File: config.mk
export PLATFORM = sky130hd
export DESIGN_NAME = ob_table_cnt_ctl
export DESIGN_NICKNAME = d
export VERILOG_FILES = /design/src/rtl/ob_pkg.sv /design/src/rtl/ob_table_cnt_csa.sv /design/src/rtl/ob_table_cnt_ctl.sv
export SDC_FILE = /design/constraint.sdc
export NUM_CORES = 1
export LEC_CHECK = 0
export BUFFER_PORTS_ARGS = -buffer_cell sky130_fd_sc_hd__buf_2
export CORE_UTILIZATION = 50
export CTS_CLUSTER_DIAMETER = 150
export DETAILED_ROUTE_END_ITERATION = 12
export GPL_TIMING_DRIVEN = 0
export PLACE_DENSITY_LB_ADDON = 0.3
export SYNTH_ARGS = -nofsm -noshare
export SYNTH_HDL_FRONTEND = slang
export SYNTH_SLANG_ARGS = --single-unit
export TNS_END_PERCENT = 100
File: constraint.sdc
create_clock -name clk -period 8.1 [get_ports clk]
set_clock_uncertainty 0.1 [all_clocks]
set_input_delay 1.62 -clock clk [delete_from_list [all_inputs] [get_ports clk]]
set_output_delay 1.62 -clock clk [all_outputs]
set_load 0.005 [all_outputs]
File: src/rtl/ob_pkg.sv
// ob_pkg: shared types and helpers for the ob_* blocks.
package ob_pkg;
    typedef enum logic [1:0] {CSA_3_2, CSA_4_2} csa_op_t;
    typedef enum logic [2:0] {IDLE, FETCH, DRAIN, SUM, RESP} ob_table_cnt_state_t;
    function automatic int addr_w(input int b);
        return (b > 1) ? $clog2(b) : 1;
    endfunction
endpackage

File: src/rtl/ob_table_cnt_csa.sv
// ob_table_cnt_csa: reduces NI operands of width W to a carry-save sum/carry pair.
module ob_table_cnt_csa
    import ob_pkg::*;
#(
    parameter int W = 32,
    parameter int NI = 10,
    parameter csa_op_t OP = ob_pkg::CSA_3_2
) (
    input  logic [NI-1:0][W-1:0] ops,
    output logic [W-1:0]         sum,
    output logic [W-1:0]         carry
);
    function automatic logic [2*W-1:0] fa(input logic [W-1:0] a, input logic [W-1:0] b, input logic [W-1:0] d);
        return {a ^ b ^ d, ((a & b) | (a & d) | (b & d)) << 1};
    endfunction
    logic [W-1:0] s, c, p, q;
    always_comb begin
        s = ops[0];
        c = ops[1];
        p = '0;
        q = '0;
        if (OP == CSA_4_2) begin
            // 4:2 step: two new operands enter the first layer, the running carry the second
            for (int i = 2; i + 1 < NI; i += 2) begin
                {p, q} = fa(ops[i], ops[i+1], s);
                {s, c} = fa(p, q, c);
            end
            if (NI % 2 == 1)
                {s, c} = fa(s, c, ops[NI-1]);
        end else begin
            for (int i = 2; i < NI; i++)
                {s, c} = fa(s, c, ops[i]);
        end
    end
    assign sum   = s;
    assign carry = c;
endmodule

File: src/rtl/ob_table_cnt_ctl.sv
// ob_table_cnt_ctl: sums ENTRIES table words fetched N per beat into a W-bit count.
// Optional OB_TABLE_CNT_PERF_EN adds a saturating busy-cycle counter perf_cyc.
module ob_table_cnt_ctl
    import ob_pkg::*;
#(
    parameter int W = 32,
    parameter int N = 8,
    parameter int ENTRIES = 64,
    parameter csa_op_t OP = ob_pkg::CSA_3_2
) (
    input  logic                                clk,
    input  logic                                rst_n,
    input  logic                                start_vld,
    output logic                                start_rdy,
    input  logic                                abort,
    output logic                                rd_en,
    output logic [addr_w(ENTRIES/N)-1:0]        rd_addr,
    input  logic [N-1:0][W-1:0]                 rd_data,
    output logic                                rsp_vld,
    input  logic                                rsp_rdy,
    output logic [W-1:0]                        rsp_cnt,
`ifdef OB_TABLE_CNT_PERF_EN
    output logic [31:0]                         perf_cyc,
`endif
    output logic                                busy
);
    localparam int B = ENTRIES / N;
    localparam int AW = addr_w(B);
    ob_table_cnt_state_t state_q, state_d;
    logic [AW-1:0] addr_q, addr_d;
    logic rd_vld_q, rd_vld_d;
    logic [W-1:0] acc_s_q, acc_s_d, acc_c_q, acc_c_d, rsp_cnt_q, rsp_cnt_d, csa_s, csa_c;
    logic start_acc, last_beat;
    logic [N+1:0][W-1:0] csa_in;
    assign start_rdy = state_q == IDLE;
    assign busy      = !start_rdy;
    assign rd_en     = state_q == FETCH;
    assign rd_addr   = addr_q;
    assign rsp_vld   = state_q == RESP;
    assign rsp_cnt   = rsp_cnt_q;
    assign start_acc = start_rdy && start_vld && !abort;
    assign last_beat = addr_q == AW'(B - 1);
    assign csa_in    = {acc_c_q, acc_s_q, rd_data};
    ob_table_cnt_csa #(.W(W), .NI(N + 2), .OP(OP)) u_csa (
        .ops   (csa_in),
        .sum   (csa_s),
        .carry (csa_c)
    );
    always_comb begin
        state_d = state_q;
        case (state_q)
            IDLE:    state_d = start_vld ? FETCH : IDLE;
            FETCH:   state_d = last_beat ? DRAIN : FETCH;
            DRAIN:   state_d = SUM;
            SUM:     state_d = RESP;
            RESP:    state_d = rsp_rdy ? IDLE : RESP;
            default: state_d = IDLE;
        endcase
        if (abort)
            state_d = IDLE;
        addr_d    = (rd_en && !last_beat && !abort) ? addr_q + AW'(1) : '0;
        // a beat is in flight one cycle behind each read; abort drops it
        rd_vld_d  = rd_en && !abort;
        acc_s_d   = start_acc ? '0 : rd_vld_q ? csa_s : acc_s_q;
        acc_c_d   = start_acc ? '0 : rd_vld_q ? csa_c : acc_c_q;
        rsp_cnt_d = (state_q == SUM) ? acc_s_q + acc_c_q : rsp_cnt_q;
    end
    always_ff @(posedge clk or negedge rst_n) begin
        if (!rst_n) begin
            state_q   <= IDLE;
            addr_q    <= '0;
            rd_vld_q  <= 1'b0;
            acc_s_q   <= '0;
            acc_c_q   <= '0;
            rsp_cnt_q <= '0;
        end else begin
            state_q   <= state_d;
            addr_q    <= addr_d;
            rd_vld_q  <= rd_vld_d;
            acc_s_q   <= acc_s_d;
            acc_c_q   <= acc_c_d;
            rsp_cnt_q <= rsp_cnt_d;
        end
    end
`ifdef OB_TABLE_CNT_PERF_EN
    logic [31:0] perf_cyc_q, perf_cyc_d;
    assign perf_cyc_d = (busy && perf_cyc_q != '1) ? perf_cyc_q + 32'd1 : perf_cyc_q;
    assign perf_cyc   = perf_cyc_q;
    always_ff @(posedge clk or negedge rst_n) begin
        if (!rst_n)
            perf_cyc_q <= '0;
        else
            perf_cyc_q <= perf_cyc_d;
    end
`endif
endmodule

# Yosys cells after proc, flatten, opt, wreduce, memory -nomap -nowiden

Cells that the tools add are included.

Output and inout port bits: 39
Bits of input ports: 261
Register bits: 103
Word-level logic and storage cells: 89

Equal/unequal tests: 5
$add $sub $neg: 2
Reductions and logical operators: 10
Bitwise gates (word level): 56
Multiplexer cells: 10

Operator list:

| operator              | count |
|---|---|
| $and A31 B31 Y31      | 24 |
| $xor A32 B32 Y32      | 16 |
| $or A31 B31 Y31       | 16 |
| $mux W32              | 4 |
| $add A32 B32 Y32      | 1 |
| $pmux W3 S5           | 1 |
| $mux W3               | 3 |
| $eq A3 B2 Y1 const B  | 2 |
| $eq A3 B3 Y1 const B  | 2 |
| $logic_and A1 B1 Y1   | 5 |
| $add A3 B1 Y3 const B | 1 |
| $eq A3 B1 Y1 const B  | 1 |
| $logic_not A1 Y1      | 3 |
| $logic_not A3 Y1      | 1 |
| $mux W2               | 1 |
| $reduce_bool A2 Y1    | 1 |
| $mux W1               | 1 |

# Longest topological paths before layout

Gate-level depths: netlist (run 1).

Depth after elaboration: 26
Depth in mapped cells: 14
Mapped depth without buffers: 14

# Cells and area by module

From an unflattened synthesis (run 1), not the netlist that was laid out.

Cells, all modules: 889
Area total of the unflattened synthesis: 10961.8 um^2

By module, submodules not included:

| module           | sequential area each (um^2) | area each (um^2) | cells each | instances |
|---|---|---|---|---|
| ob_table_cnt_ctl | 2577.5                      | 5799.3           | 599        | 1 |
| ob_table_cnt_csa | 0.0                         | 5162.5           | 290        | 1 |

# Least setup slack after synthesis (run 1)

No wires, ideal clock.

Kind: input-to-reg
Start: input port rd_data[30] in the netlist's numbering
End: register acc_s_q[31]
Data required time: 7868 ps
Path buffers: 0
Slack: 2205 ps
Library setup time: 132 ps
Cell stages on the path: 14
Data arrival time: 5663 ps
Cell sequence: fa_1 fa_1 fa_1 fa_1 fa_1 fa_1 fa_1 xnor2_1 xnor2_1 xnor2_1 xnor2_1 nand2_1 xor2_1 nor2_1

Cells in the longest elaborated chain, start to end: 19
Elaborated cells between the ends (all ways): 46
Classes of those cells: 2 x mux; 44 x bitwise

Ends and longest elaborated chain:

| what                                                             | line                   | RTL |
|---|---|---|
| start, declared                                                  | ob_table_cnt_ctl.sv:18 | `input logic [N-1:0][W-1:0] rd_data,` |
| $and A31 B31 Y31 or $xor A32 B32 Y32 (tied branches)             | ob_table_cnt_csa.sv:14 | `return {a ^ b ^ d, ((a & b) \| (a & d) \| (b & d)) << 1};` |
| $or A31 B31 Y31 or $xor A32 B32 Y32 (tied branches)              | ob_table_cnt_csa.sv:14 |  |
| $or A31 B31 Y31 (tied with other cells)                          | ob_table_cnt_csa.sv:14 |  |
| $xor A32 B32 Y32 or $or A31 B31 Y31 (tied branches)              | ob_table_cnt_csa.sv:14 |  |
| $xor A32 B32 Y32 (tied with other cells)                         | ob_table_cnt_csa.sv:14 |  |
| $xor A32 B32 Y32 or $or A31 B31 Y31 (tied branches)              | ob_table_cnt_csa.sv:14 |  |
| $xor A32 B32 Y32 (tied with other cells)                         | ob_table_cnt_csa.sv:14 |  |
| $xor A32 B32 Y32 or $or A31 B31 Y31 (tied branches)              | ob_table_cnt_csa.sv:14 |  |
| $xor A32 B32 Y32 (tied with other cells)                         | ob_table_cnt_csa.sv:14 |  |
| $xor A32 B32 Y32 or $or A31 B31 Y31 (tied branches)              | ob_table_cnt_csa.sv:14 |  |
| $xor A32 B32 Y32 (tied with other cells)                         | ob_table_cnt_csa.sv:14 |  |
| $xor A32 B32 Y32 or $or A31 B31 Y31 (tied branches)              | ob_table_cnt_csa.sv:14 |  |
| $xor A32 B32 Y32 (tied with other cells)                         | ob_table_cnt_csa.sv:14 |  |
| $xor A32 B32 Y32 or $or A31 B31 Y31 (tied branches) (2 in a row) | ob_table_cnt_csa.sv:14 |  |
| $xor A32 B32 Y32 * (2 in a row)                                  | ob_table_cnt_csa.sv:14 |  |
| $mux W32 * (2 in a row)                                          | ob_table_cnt_ctl.sv:64 | `acc_s_d = start_acc ? '0 : rd_vld_q ? csa_s : acc_s_q;` |
| end signal, assigned                                             | ob_table_cnt_ctl.sv:80 | `acc_s_q <= acc_s_d;` |
| end, declared                                                    | ob_table_cnt_ctl.sv:32 | `logic [W-1:0] acc_s_q, acc_s_d, acc_c_q, acc_c_d, rsp_cnt_q, rsp_cnt_d, csa_s, csa_c;` |

Every way passes the cells marked *; elsewhere a longest branch is shown, timed or not. The select of a mux whose other input is x is not followed.
A chain may end at the register's enable or synchronous reset.

# Final worst setup path (run 1)

Ends and elaborated chain as after synthesis.

==> results of run 1 <==
-- layer usage --
layer  wire length (µm)  GRT usage  up-vias
li1                   -          -     3624
met1               9110      0.278     3841
met2              12500      0.416      247
met3               1490     0.0357       24
met4                442     0.0607        0
met5                  0          0        -
-- state kept, by name, summed over array words and instances, names as in the netlist --
name and cells:
acc_c_q 30, rd_vld_q 1, rsp_cnt 32, acc_s_q 32, rd_addr 3, state_q 3
-- worst max-delay path: stages --
cell and delay, ns:
sky130_fd_sc_hd__buf_2 0.11, sky130_fd_sc_hd__fa_1 0.54, sky130_fd_sc_hd__fa_1 0.43, sky130_fd_sc_hd__fa_1 0.51, sky130_fd_sc_hd__fa_1 0.43, sky130_fd_sc_hd__fa_1 0.51, sky130_fd_sc_hd__fa_1 0.42, sky130_fd_sc_hd__fa_1 0.39
sky130_fd_sc_hd__xnor2_1 0.21, sky130_fd_sc_hd__xnor2_1 0.16, sky130_fd_sc_hd__xnor2_1 0.17, sky130_fd_sc_hd__xnor2_1 0.16, sky130_fd_sc_hd__nand2_1 0.08, sky130_fd_sc_hd__xor2_1 0.16, sky130_fd_sc_hd__nor2_1 0.05
-- power breakdown --
part | internal [W] | switching (W)
clock network | 0.000208 | 0.000199
logic | 0.00170 | 0.00187
registers | 0.000644 | 0.000112
-- cells by family (layout without fill, tap and decap cells) --
group / Yosys count / count (layout) / synth area share
adders and majority gates: 279 / 279 / 0.487
and+or+nand+nor: 186 / 186 / 0.0758
buffers and inverters: 165 / 480 / 0.0569
AOI/OAI and AO/OA: 142 / 142 / 0.0892
DFF: 101 / 101 / 0.232
muxes: 34 / 34 / 0.0338
xor gates and xnor gates: 31 / 31 / 0.0250
other: 0 / 2 / 0
-- synthesized netlist by cell type (all sizes together), types with 3 or more instances --
cell type and count:
ha 38, a21o 13, nor3 12, fa 241, inv 141, mux2i 12, nand3 7, o21a 9
a211oi 32, o31ai 10, xor2 13, dfrtp 101, nand2b 6, clkbuf 23, a21oi 29, o21ai 31
xnor2 18, nand3b 3, or3 3, nand4 3, nand2 52, mux2 22, o21bai 3, nor3b 4
and2 4, nor2 84
-- area by class of cell --
cell class | instances | area (µm²) | area share
Clock buffer | 10 | 229 | 0.0176
Multi-Input combinational cell | 672 | 7740 | 0.594
Buffer | 24 | 90.1 | 0.00692
Clock inverter | 6 | 38.8 | 0.00298
Timing Repair Buffer | 299 | 1520 | 0.117
Tap cell | 275 | 344 | 0.0264
Sequential cell | 101 | 2530 | 0.194
Antenna cell | 2 | 5.00 | 0.000384
Inverter | 141 | 529 | 0.0406
-- metrics by stage --
step	util	instance area, µm²	std cells	power (W)
floorplan	-	10900	938	0.00352
global placement	0.601	12700	1511	0.00424
detailed placement	0.603	12800	1512	0.00441
CTS	0.615	13000	1528	0.00485
global route	0.616	13000	1529	0.00550
finish	0.616	13000	1530	0.00474
-- worst paths after layout --
check	from	to	slack (ns)
max	rd_data[30]	acc_s_q[31]	2.26
min	rsp_cnt[28]	rsp_cnt[28]	0.37
max reg2reg	acc_s_q[2]	rsp_cnt[30]	4.83
min reg2reg	rsp_cnt[28]	rsp_cnt[28]	0.37
max in group asynchronous	rst_n	acc_s_q[12]	6.04
min in group asynchronous	rst_n	state_q[1]	1.18
==> results.yml, run 1 <==
timing:
  final_setup_vio_count: 0
  worst_pin_slew_ns: 0.865
  grt_setup_unrepaired: "no"
  final_min_period_over_clock_period: 0.721
  finalCriticalPeriod_ns: 5.84
  timing.setup.tns_ns: 0
  hold_ws_ns: 0.374
  finalHoldViolCount: 0
  max_slew_violation_count: 0
  timing.slew.headroom: 0.421
  layout_setup_ws_ns: 2.26
  clock.fmax_ghz: 0.171
yosys:
  syn-num-nets: 1478
  synth-warning-count: 0
  netlist.top_cell.by_area: "sky130_fd_sc_hd__fa_1"
  synth_top_cells_by_area: "sky130_fd_sc_hd__fa_1 (44%), sky130_fd_sc_hd__dfrtp_1 (23%), sky130_fd_sc_hd__inv_1 (4.9%), sky130_fd_sc_hd__ha_1 (4.4%), sky130_fd_sc_hd__nor2_1 (2.9%)"
  synth_edf_count: 0
  async_reset_ff_frac: 1.00
  synth.distinct_cells: 50
  syn_avg_cell_area_um2: 11.6
  synth_sequential_area_ratio: 0.232
  post_synth_instance_area_um2: 10900
  synth_seq_cells: 101
  cell_count_after_synthesis: 938
  synthFlopType: "sky130_fd_sc_hd__dfrtp_1"
  yosysTopAreaCellShare: 0.443
setup_path:
  depth_of_the_worst_register_to_register_path: 11
  worst-setup-path-type: "in2reg"
  cp_data_arrival_time_ns: 5.95
  required_ns: 8.21
  timing.critical_path.from_type: "input port"
  critPathCaptureType: "register"
  crit_fanout: 1
clock_tree:
  cts-root-to-sink-buffers: 2
  tritoncts_clock_tree: "yes"
  clk_latency_ns: 0.35
  hold_buffers: 0
  cts_inserted_buffers: 9
  cts_root_buffer: "sky130_fd_sc_hd__clkbuf_16"
  post_cts.resized_instances: 0
  clkSinkCount: 101
  cts.htree.levels: 3
  postcts_setup_bufs: 0
  worst_setup_hold_path_clk_slew_ns: 0.07
placed_design:
  hpwl_mm: 20.9
  numPortBuffers: 298
  routabilityCongestion: 0.902
  pre_cts_slack_ns: 1.87
global_route:
  first_global_vias: 8445
  first_pass_grt_wire_length_mm: 39.3
  gr-total-overflow: 0
  maximum_number_of_pins_on_one_net_before_global_route_repair: 59
  groute.usage.overall: 0.227
  antenna_found_initial: 4
finish:
  mostFrequentLayoutCell: "sky130_fd_sc_hd__buf_2"
  mostFrequentLayoutCells: "sky130_fd_sc_hd__buf_2 (297), sky130_fd_sc_hd__fa_1 (241), sky130_fd_sc_hd__inv_1 (141)"
  final_layout_size_suffix_gt1_frac: 0.277
  num-nets-final: 1788
  area.growth.synth_to_final_pct: 19.7
  layout.filler_cells: 1783
detailed_routing:
  vias_per_cell: 5.06
  detailroute.via_count: 7736
  routed_wl_mm: 23.6
  drt_drc_violations_left: 0
  routedWlPerCell_um: 15.4
  ant_nets: 0
  firstDrtPassIters: 5
  detailed_route_iter0_violations: 369
floorplan:
  floorplan.die.width_um: 150
  boundaryPins: 300
  initial_cell_density_of_the_core: 0.514
  floorplan.die_area_um2: 22400
  coreArea_um2: 21200
  chipHeight_um: 150
  rows: 53
run:
  maxCapViolations: 0
worst_hold_path:
  whs_path_depth: 2
  worstHoldPathType: "reg2reg"
pwr:
  static-leakage-power_nw: 6.25
  cellPowerDensity_nw_per_um2: 364
  peakVddDrop_mv: 0.174
run_status:
  status: "finished, final reports clean"
Note: power is estimated with default switching activity, not from simulation.
==> inputs of run 2 (changes only) <==
--- a/config.mk
+++ b/config.mk
@@ -6,7 +6,7 @@
 export NUM_CORES = 1
 export LEC_CHECK = 0
 export BUFFER_PORTS_ARGS = -buffer_cell sky130_fd_sc_hd__buf_2
-export CORE_UTILIZATION = 50
+export CORE_UTILIZATION = 49
 export CTS_CLUSTER_DIAMETER = 150
 export DETAILED_ROUTE_END_ITERATION = 12
 export GPL_TIMING_DRIVEN = 0
==> constraint.sdc (replaced) <==
create_clock -name clk -period 5.2 [get_ports clk]
set_clock_uncertainty 0.1 [all_clocks]
set_input_delay 1.04 -clock clk [delete_from_list [all_inputs] [get_ports clk]]
set_output_delay 1.04 -clock clk [all_outputs]
set_load 0.005 [all_outputs]
==> run 2 against run 1 <==
Net effect: the run now ends with setup timing left; global-route usage decreased by 0.64 points; count of clock-buffer cells in the layout grew 2; first-iteration DRC count is 31% lower; combinational power up 61%; setup slack got worse by 2.3 ns; register-to-register slack lost 2.9 ns; highest routed layer unchanged.
==> results.yml, run 2 (same netlist as run 1, synthesis figures left out) <==
setup_path:
  cp_data_arrival_time_ns: 5.32
  slowest_stage: "sky130_fd_sc_hd__fa_1"
  cpMostUsedCell: "sky130_fd_sc_hd__fa_1"
  setup.reg_to_reg.worst_slack_ns: 1.89
  crit_fanout: 1
  worst-setup-path-type: "in2reg"
  critical-path-top-delay-family: "adder cells"
  critPathCaptureType: "register"
  required_ns: 5.30
  depth_of_the_worst_register_to_register_path: 11
  timing.critical_path.from_type: "input port"
  rr_endpoint: "rsp_cnt[30]"
  worstPathBufferInverterCount: 1
  path_cells: "buf_2 -> fa_1 -> fa_1 -> fa_1 -> fa_1 -> fa_1 -> fa_1 -> fa_2 -> xnor2_1 -> xnor2_1 -> xnor2_1 -> xnor2_1 -> nand2_1 -> xor2_1 -> nor2_1"
  r2r-start: "acc_s_q[2]"
  timing.critical_path.slowest_cell_delay_ns: 0.55
finish:
  final_layout_size_suffix_gt1_frac: 0.301
  final_core_util: 0.605
  num-nets-final: 1788
  mostFrequentLayoutCell: "sky130_fd_sc_hd__buf_2"
  area.growth.synth_to_final_pct: 21.4
  mostFrequentLayoutCells: "sky130_fd_sc_hd__buf_2 (290), sky130_fd_sc_hd__fa_1 (225), sky130_fd_sc_hd__inv_1 (132)"
  multi_input_area_um2: 7810
  layout.filler_cells: 1870
  final-seq-area_um2: 2530
global_route:
  antenna_found_initial: 5
  gr-total-overflow: 0
  maximum_number_of_pins_on_one_net_before_global_route_repair: 60
  groute.usage.overall: 0.221
  first_global_vias: 8322
  first_pass_grt_wire_length_mm: 38.8
pwr:
  static-leakage-power_nw: 6.29
  p_sw_w: 0.00346
  comb_power_share: 0.751
  peakVddDrop_mv: 0.225
  p_sw_frac: 0.451
  cellPowerDensity_nw_per_um2: 581
  cell_internal_pwr_w: 0.00421
  share_clk_of_total_power: 0.095
  power_frac_seq: 0.154
  total_power_w: 0.00767
detailed_routing:
  detailroute.via_count: 7796
  detailed_route_iter0_violations: 256
  routed_wl_mm: 23.7
  vias_per_cell: 5.08
  ant_nets: 0
  routedWlPerCell_um: 15.4
  drt_drc_violations_left: 0
  firstDrtPassIters: 4
floorplan:
  coreArea_um2: 21800
  rows: 54
  initial_cell_density_of_the_core: 0.499
  boundaryPins: 300
  chipHeight_um: 151
  floorplan.die.width_um: 151
  floorplan.die_area_um2: 22800
worst_hold_path:
  whs_path_depth: 2
  min_from: "rsp_cnt[15]"
  hold-path-endpoint: "rsp_cnt[15]"
  worstHoldPathType: "reg2reg"
clock_tree:
  clkSinkCount: 101
  clk_latency_ns: 0.34
  tritoncts_clock_tree: "yes"
  hold_buffers: 0
  cts_inserted_buffers: 9
  cts.htree.levels: 3
  cts-root-to-sink-buffers: 2
  cts_root_buffer: "sky130_fd_sc_hd__clkbuf_16"
  postcts_setup_bufs: 0
  worst_setup_hold_path_clk_slew_ns: 0.06
timing:
  final_min_period_over_clock_period: 1.00
  max_slew_violation_count: 0
  clock.fmax_ghz: 0.192
  final_setup_vio_count: 1
  layout_setup_ws_ns: -0.0144
  finalCriticalPeriod_ns: 5.21
  grt_setup_unrepaired: "yes"
  finalHoldViolCount: 0
  worst_pin_slew_ns: 0.834
  timing.slew.headroom: 0.442
  timing.setup.tns_ns: -0.0144
run_status:
  violations: "setup timing"
  status: "finished, violations left"
placed_design:
  pre_cts_slack_ns: -0.413
  routabilityCongestion: 0.935
  hpwl_mm: 20.9
  numPortBuffers: 298
run:
  maxCapViolations: 0
run 2: cell count changes in the layout (fill, tap and decap cells not counted), sizes merged:
cell      before  now
inv          142  141
clkbuf        33   35
bufinv         0    2
clkinvlp       2    0
clkinv         3    2
run 2: tightest hold or removal path, stage by stage (launching register included):
cell	delay, ns
sky130_fd_sc_hd__dfrtp_1	0.34
sky130_fd_sc_hd__nand2_1	0.05
sky130_fd_sc_hd__nand2_1	0.05
run 2: worst max-delay path by stage:
stage           startpoint     endpoint  depth (start not counted)
2_1_floorplan  rd_data[17]  acc_s_q[17]                         11
3_3_place_gp   rd_data[30]  acc_s_q[31]                         15
3_5_place_dp   rd_data[30]  acc_s_q[31]                         15
4_1_cts        rd_data[30]  acc_s_q[31]                         15
5_1_grt        rd_data[30]  acc_s_q[31]                         15
6_report       rd_data[30]  acc_s_q[31]                         15
run 2: layer usage:
layer,share of wire,global-route usage
met5,0,0
met4,0.021,0.0635
met3,0.060,0.0301
met2,0.55,0.413
met1,0.37,0.264
run 2: timing repair:
item / CTS / global route
resized for setup: 0 / 39
setup endpoints to repair: 1 / 24
pin swaps: 0 / 3
run 2: layout make-up:
cell class                      instances  share of cell area
Clock buffer                           12              0.0194
Sequential cell                       101               0.191
Antenna cell                            2            0.000379
Timing Repair Buffer                  299               0.119
Inverter                              141              0.0403
Multi-Input combinational cell        672               0.591
Clock inverter                          4             0.00531
Tap cell                              280              0.0265
Buffer                                 24             0.00682
run 2: stage by stage:
step	hold WS [ns]	area [µm²]	cells
2_1_floorplan	0.359	10900	938
3_3_place_gp	0.347	12700	1516
3_5_place_dp	0.351	12800	1517
4_1_cts	0.366	13100	1533
5_1_grt	0.399	13200	1535
6_report	0.363	13200	1535
run 2: power groups by stage:
stage	clock (W)	sequential [W]	combinational, W
2_1_floorplan	0	0.00114	0.00434
3_5_place_dp	0	0.00120	0.00570
6_report	0.000730	0.00118	0.00576
5_1_grt	0.000780	0.00121	0.00684
4_1_cts	0.000748	0.00118	0.00574
3_3_place_gp	0	0.00119	0.00546
